==> config.mk <==
export PLATFORM = sky130hd
export DESIGN_NAME = sottrattore_seriale
export DESIGN_NICKNAME = d
export VERILOG_FILES = /design/src/rtl/sottrattore_pkg.sv /design/src/rtl/sottrattore_1bit.sv /design/src/rtl/sottrattore_seriale.sv
export SDC_FILE = /design/constraint.sdc
export NUM_CORES = 1
export LEC_CHECK = 0
export CAP_MARGIN = 5
export CELL_PAD_IN_SITES_DETAIL_PLACEMENT = 1
export CELL_PAD_IN_SITES_GLOBAL_PLACEMENT = 1
export CORE_MARGIN = 1.5
export CORE_UTILIZATION = 35
export CTS_CLUSTER_DIAMETER = 150
export CTS_CLUSTER_SIZE = 10
export DETAILED_ROUTE_END_ITERATION = 6
export DONT_BUFFER_PORTS = 1
export PLACE_DENSITY_LB_ADDON = 0.05
export SLEW_MARGIN = 0
export SYNTH_ARGS = -nofsm -noshare
export SYNTH_HDL_FRONTEND = slang
export SYNTH_SLANG_ARGS = --single-unit
==> constraint.sdc <==
create_clock -name clk -period 2.27 [get_ports clk]
set_clock_uncertainty 0.15 [all_clocks]
set_input_delay 0.1135 -clock clk [delete_from_list [all_inputs] [get_ports clk]]
set_output_delay 0.1135 -clock clk [all_outputs]
set_load 0.02 [all_outputs]
==> src/rtl/sottrattore_pkg.sv <==
// Shared types for the bit-serial subtractor: FSM state encoding.
package sottrattore_pkg;

  typedef enum logic [1:0] {
    IDLE = 2'b00,
    RUN  = 2'b01,
    DONE = 2'b10
  } state_t;

endpackage

==> src/rtl/sottrattore_1bit.sv <==
// Combinational 1-bit full subtractor: d = x - y - bin, with borrow out.
module sottrattore_1bit (
  input  logic x,
  input  logic y,
  input  logic bin,
  output logic d,
  output logic bout
);

  assign d    = x ^ y ^ bin;
  assign bout = (~x & y) | (~(x ^ y) & bin);

endmodule

==> src/rtl/sottrattore_seriale.sv <==
// Bit-serial N-bit subtractor, LSB first, one full-subtractor cell plus a borrow flop.
// Optional signed-overflow output enabled by defining SOTTRATTORE_OVF_EN.
module sottrattore_seriale
  import sottrattore_pkg::*;
#(
  parameter int N = 8
) (
  input  logic         clk,
  input  logic         rst_n,
  input  logic         start,
  input  logic [N-1:0] a,
  input  logic [N-1:0] b,
  output logic         busy,
  output logic         done,
  output logic [N-1:0] diff,
  output logic         borrow
`ifdef SOTTRATTORE_OVF_EN
  ,
  output logic         ovf
`endif
);

  localparam int CW = $clog2(N);
  localparam logic [CW-1:0] LAST = CW'(N - 1);

  state_t        state;
  state_t        state_nxt;
  logic [N-1:0]  a_sh;
  logic [N-1:0]  b_sh;
  logic [N-1:0]  result;
  logic [CW-1:0] cnt;
  logic          bw;
  logic          d_bit;
  logic          bout_bit;
  logic          last_bit;

`ifdef SOTTRATTORE_OVF_EN
  logic a_msb;
  logic b_msb;
`endif

  sottrattore_1bit u_cell (
    .x    (a_sh[0]),
    .y    (b_sh[0]),
    .bin  (bw),
    .d    (d_bit),
    .bout (bout_bit)
  );

  assign last_bit = (cnt == LAST);
  assign busy     = (state != IDLE);
  assign done     = (state == DONE);

  always_ff @(posedge clk or negedge rst_n) begin
    if (!rst_n) state <= IDLE;
    else        state <= state_nxt;
  end

  always_comb begin
    state_nxt = state;
    case (state)
      IDLE:    if (start) state_nxt = RUN;
      RUN:     if (last_bit) state_nxt = DONE;
      DONE:    state_nxt = IDLE;
      default: state_nxt = IDLE;
    endcase
  end

  // Outputs are loaded on the last RUN edge so they are already valid during the DONE cycle.
  always_ff @(posedge clk or negedge rst_n) begin
    if (!rst_n) begin
      a_sh   <= '0;
      b_sh   <= '0;
      result <= '0;
      cnt    <= '0;
      bw     <= 1'b0;
      diff   <= '0;
      borrow <= 1'b0;
`ifdef SOTTRATTORE_OVF_EN
      a_msb  <= 1'b0;
      b_msb  <= 1'b0;
      ovf    <= 1'b0;
`endif
    end else begin
      case (state)
        IDLE: begin
          if (start) begin
            a_sh   <= a;
            b_sh   <= b;
            result <= '0;
            cnt    <= '0;
            bw     <= 1'b0;
`ifdef SOTTRATTORE_OVF_EN
            a_msb  <= a[N-1];
            b_msb  <= b[N-1];
`endif
          end
        end
        RUN: begin
          a_sh   <= a_sh >> 1;
          b_sh   <= b_sh >> 1;
          result <= {d_bit, result[N-1:1]};
          bw     <= bout_bit;
          if (last_bit) begin
            diff   <= {d_bit, result[N-1:1]};
            borrow <= bout_bit;
`ifdef SOTTRATTORE_OVF_EN
            ovf    <= (a_msb != b_msb) && (d_bit != a_msb);
`endif
          end else begin
            cnt <= cnt + 1'b1;
          end
        end
        default: ;
      endcase
    end
  end

endmodule

==> results.txt <==
----------------------------------------------------
[Yosys]
  Instance count of the mapped netlist ... approximately 150
  Post-synth cell types ... 31
  Flip-flop cell with the highest count after synthesis ... sky130_fd_sc_hd__dfrtp_1
  Total nets after synthesis ... between 150 and 200
  Warning count from the yosys run ... 0
  Seq/Total Area, Yosys ... 53.45%
  Post-synthesis register bit count ... 38
  Number of enable flip-flop cells after synthesis ... 0
  Post-Synthesis Cell Area ... about 1800 um2
  Cell taking the most area after synthesis ... sky130_fd_sc_hd__dfrtp_1
  Synth Area per Inst ... 12.19 um2
  Proportion of register bits with asynchronous set or reset after synthesis ... 100.0%
  Cells taking the most area after synthesis ... sky130_fd_sc_hd__dfrtp_1, sky130_fd_sc_hd__mux2_1, sky130_fd_sc_hd__nor4b_1
  Proportion of netlist area held by the largest area contributor ... a little over half

[Cells and area]
  Core utilization of the finished layout ... 42.91%
  Share of layout cells above drive strength 1 ... 11.95%
  Number of diodes ... 0
  Net total in the final layout ... 181
  Area grow syn2layout ... 16.17%

[Worst setup path]
  Series of cell instances along the critical path ... ha_1, ha_1, nand3b_1, mux2_1
  Setup crit start ... cnt[0]
  Register-to-register setup slack ... 0.32 ns
  Maximum single-stage delay on the critical path ... around 0.46 ns
  Most repeated library cell on the critical path ... sky130_fd_sc_hd__ha_1
  Launch instance of the worst register-to-register path ... cnt[0]
  Sort of element at the start of the critical path ... register
  Cell class contributing the biggest share of worst-path delay ... multiplexers
  Endpoint of the worst-slack reg-to-reg timing path ... diff[0]
  R2r worst-path depth ... 4
  Worst path slowest cell ... sky130_fd_sc_hd__mux2_1
  Endpoint class of the critical path ... register
  Largest fanout of any net on the critical path ... 10
  Required @ worst endpoint ... 2.29 ns
  Logic depth of the worst path, buffers included ... 4
  Endpoint arrival time on the critical path ... 1.97 ns
  Timing endpoint of the critical path ... diff[0]
  Buf+Inv Stages, Crit Path ... 0
  Critical path class ... register to register

[Clock network]
  Clock-pin slew of the registers on the worst-case setup and hold paths ... 0.07 ns
  Cts bufs inserted ... 5
  CTS tree ... done
  Cell chosen for the clock root ... sky130_fd_sc_hd__clkbuf_8
  Maximum level of the CTS H-tree ... 2
  Number of clock sinks seen by CTS ... 38
  Maximum count of clock buffers along a single path ... 2
  Later-pin clock latency in the skew report ... just under 0.3 ns

[Power and ir drop]
  Cell area power density ... about 1200 nW/um2
  LEAKAGE ... about 0.9 nW
  Peak supply drop ... 0.4492 mV

[Drt]
  Via count ... about 1,200
  Drt first pass iters ... 4
  Total length of routed wires ... 3810 um
  Routed wire length per instance ... 16.86 um
  DRC violation count after routing ... 0
  Violation count after the first detailed-routing iteration ... 51
  Via-to-Cell Ratio ... between 5 and 6
  Number of nets with antenna violations after routing ... 0

[Die]
  Standard-cell row count ... 25
  Die boundary width ... 74.30 um
  Initial standard-cell utilization of the core ... between 30% and 40%
  Die area ... 5520 um2
  Standard cell core area ... 4817 um2
  Chip height ... 74.30 um
  Boundary Pins ... 30

[Timing]
  Slew of the pin with the lowest slew margin ... ~1.2 ns
  Remaining max-slew budget at the tightest pin ... 22.38%
  Setup Total Neg Slack ... 0 ns
  Hold Fails Final Rpt ... 0
  Finish-stage setup viols ... 0
  Maximum frequency from static timing analysis ... around 0.51 GHz
  Period minus WS final ... slightly below 2 ns
  Slew Limit Fails ... 0
  Final period utilization ... 85.95%
  RSZ-0062 raised after global routing ... false

[Placement]
  Count of port buffers added during placement ... 0
  Gp weighted congestion ... ~0.8
  Half-perimeter wire length after placement ... 2351 um

[Global route]
  GRT Util Overall ... 15.59%
  First-pass GRT wire length ... 6313 um
  Largest net degree at the start of global routing ... 40
  Grt total ovfl ... 0
  Vias in the first global route ... 1,316
  Antenna violations before repair ... 0

[Worst hold path]
  Worst hold path type ... primary input to register

[Job]
  Max-cap check violation count ... 0

[Outcome]
  Run status ... complete, no violations

----------------------------------------------------
layout by cell type, fill, tap and decap left out, drive strengths merged, types with 4 or more instances in the layout:
master and instances:
o221a 6, nand2b 4, a211oi 7, or4b 6, dfrtp 38, dlygate4sd3 16
nor4b 8, clkbuf 5, inv 14, nor3b 9, mux2 8, a22o 7
metrics by stage:
stage	std cells	total power, W	hold WS, ns	instance area (um2)	setup WS [ns]
after global routing	226	0.002768	0.01066	2067	0.1496
final	226	0.002545	0.005042	2067	0.3189
after global placement	202	0.002050	-0.3312	1808	0.3925
after floorplan	146	0.001915	-0.3321	1779	0.5826
after detailed placement	202	0.002091	-0.3311	1808	0.2829
after CTS	225	0.002582	0.0002002	2057	0.2688
worst min-delay path by stage:
stage	from	endpoint	slack [ns]	depth (start not counted)
after CTS	start	b_sh[6]	0.0002	2
after global routing	start	b_sh[2]	0.01	2
after floorplan	rst_n	a_sh[0]	-0.33	0
after detailed placement	rst_n	diff[3]	-0.33	0
after global placement	rst_n	diff[3]	-0.33	0
final	b[1]	b_sh[1]	0.005	2
repair_timing:
item / 4_1_cts / 5_1_grt
hold buffers: 16 / 1
hold endpoints to repair: 54 / 1
setup buffers: 0 / 0
gates resized for setup: 0 / 0
flip-flops by register name, indices dropped and copies added, names as in the netlist:
name and cells:
a_sh 8, b_sh 8, borrow 1, bw 1, cnt 3, diff 8
result 7, state 2
cell usage after synthesis, types with 3 or more instances:
cell	number
sky130_fd_sc_hd__dfrtp_1	38
sky130_fd_sc_hd__nand2b_1	4
sky130_fd_sc_hd__a211oi_1	7
sky130_fd_sc_hd__inv_1	14
sky130_fd_sc_hd__nor3b_1	9
sky130_fd_sc_hd__mux2_1	8
sky130_fd_sc_hd__nor4b_1	8
sky130_fd_sc_hd__or4b_1	6
sky130_fd_sc_hd__buf_2	8
sky130_fd_sc_hd__nand3_1	3
sky130_fd_sc_hd__o221a_2	6
sky130_fd_sc_hd__o221ai_1	3
sky130_fd_sc_hd__a22o_1	7
layer usage:
layer	global-route usage (%)	wire length [um]	part of all wire (%)
met1	21.25	1812	48
met4	7.071	74	1.9
met5	0	0	0
met3	3.930	148	3.9
met2	23.41	1775	47
final cells by class:
cell class | instances | area (um2)
tap | 67 | 83.83
fill | 528 | 2750
multi-input combinational | 81 | 705.7
timing repair buffer | 19 | 195.2
clock buffer | 5 | 68.82
clock inverter | 2 | 10.01
inverter | 14 | 52.55
sequential | 38 | 950.9
logic make-up after synthesis:
| group | count (synthesis) | synth area share [%] |
|---|---|---|
| AOI/OAI and AO/OA | 30 | 14.77 |
| adders and majority gates | 3 | 2.531 |
| buffers and inverters | 27 | 6.892 |
| DFF | 38 | 53.45 |
| muxes | 9 | 5.626 |
| and+or+nand+nor | 39 | 16.74 |
where the power goes:
| group | leakage (nW) | switching (W) | internal (W) | total [W] |
|---|---|---|---|---|
| clock network | 0.0438 | 0.000231 | 0.000206 | 0.000437 |
| registers | 0.469 | 0.000269 | 0.000975 | 0.00124 |
| logic | 0.413 | 0.000437 | 0.000427 | 0.000864 |
Power figures use the tool's default switching activity.
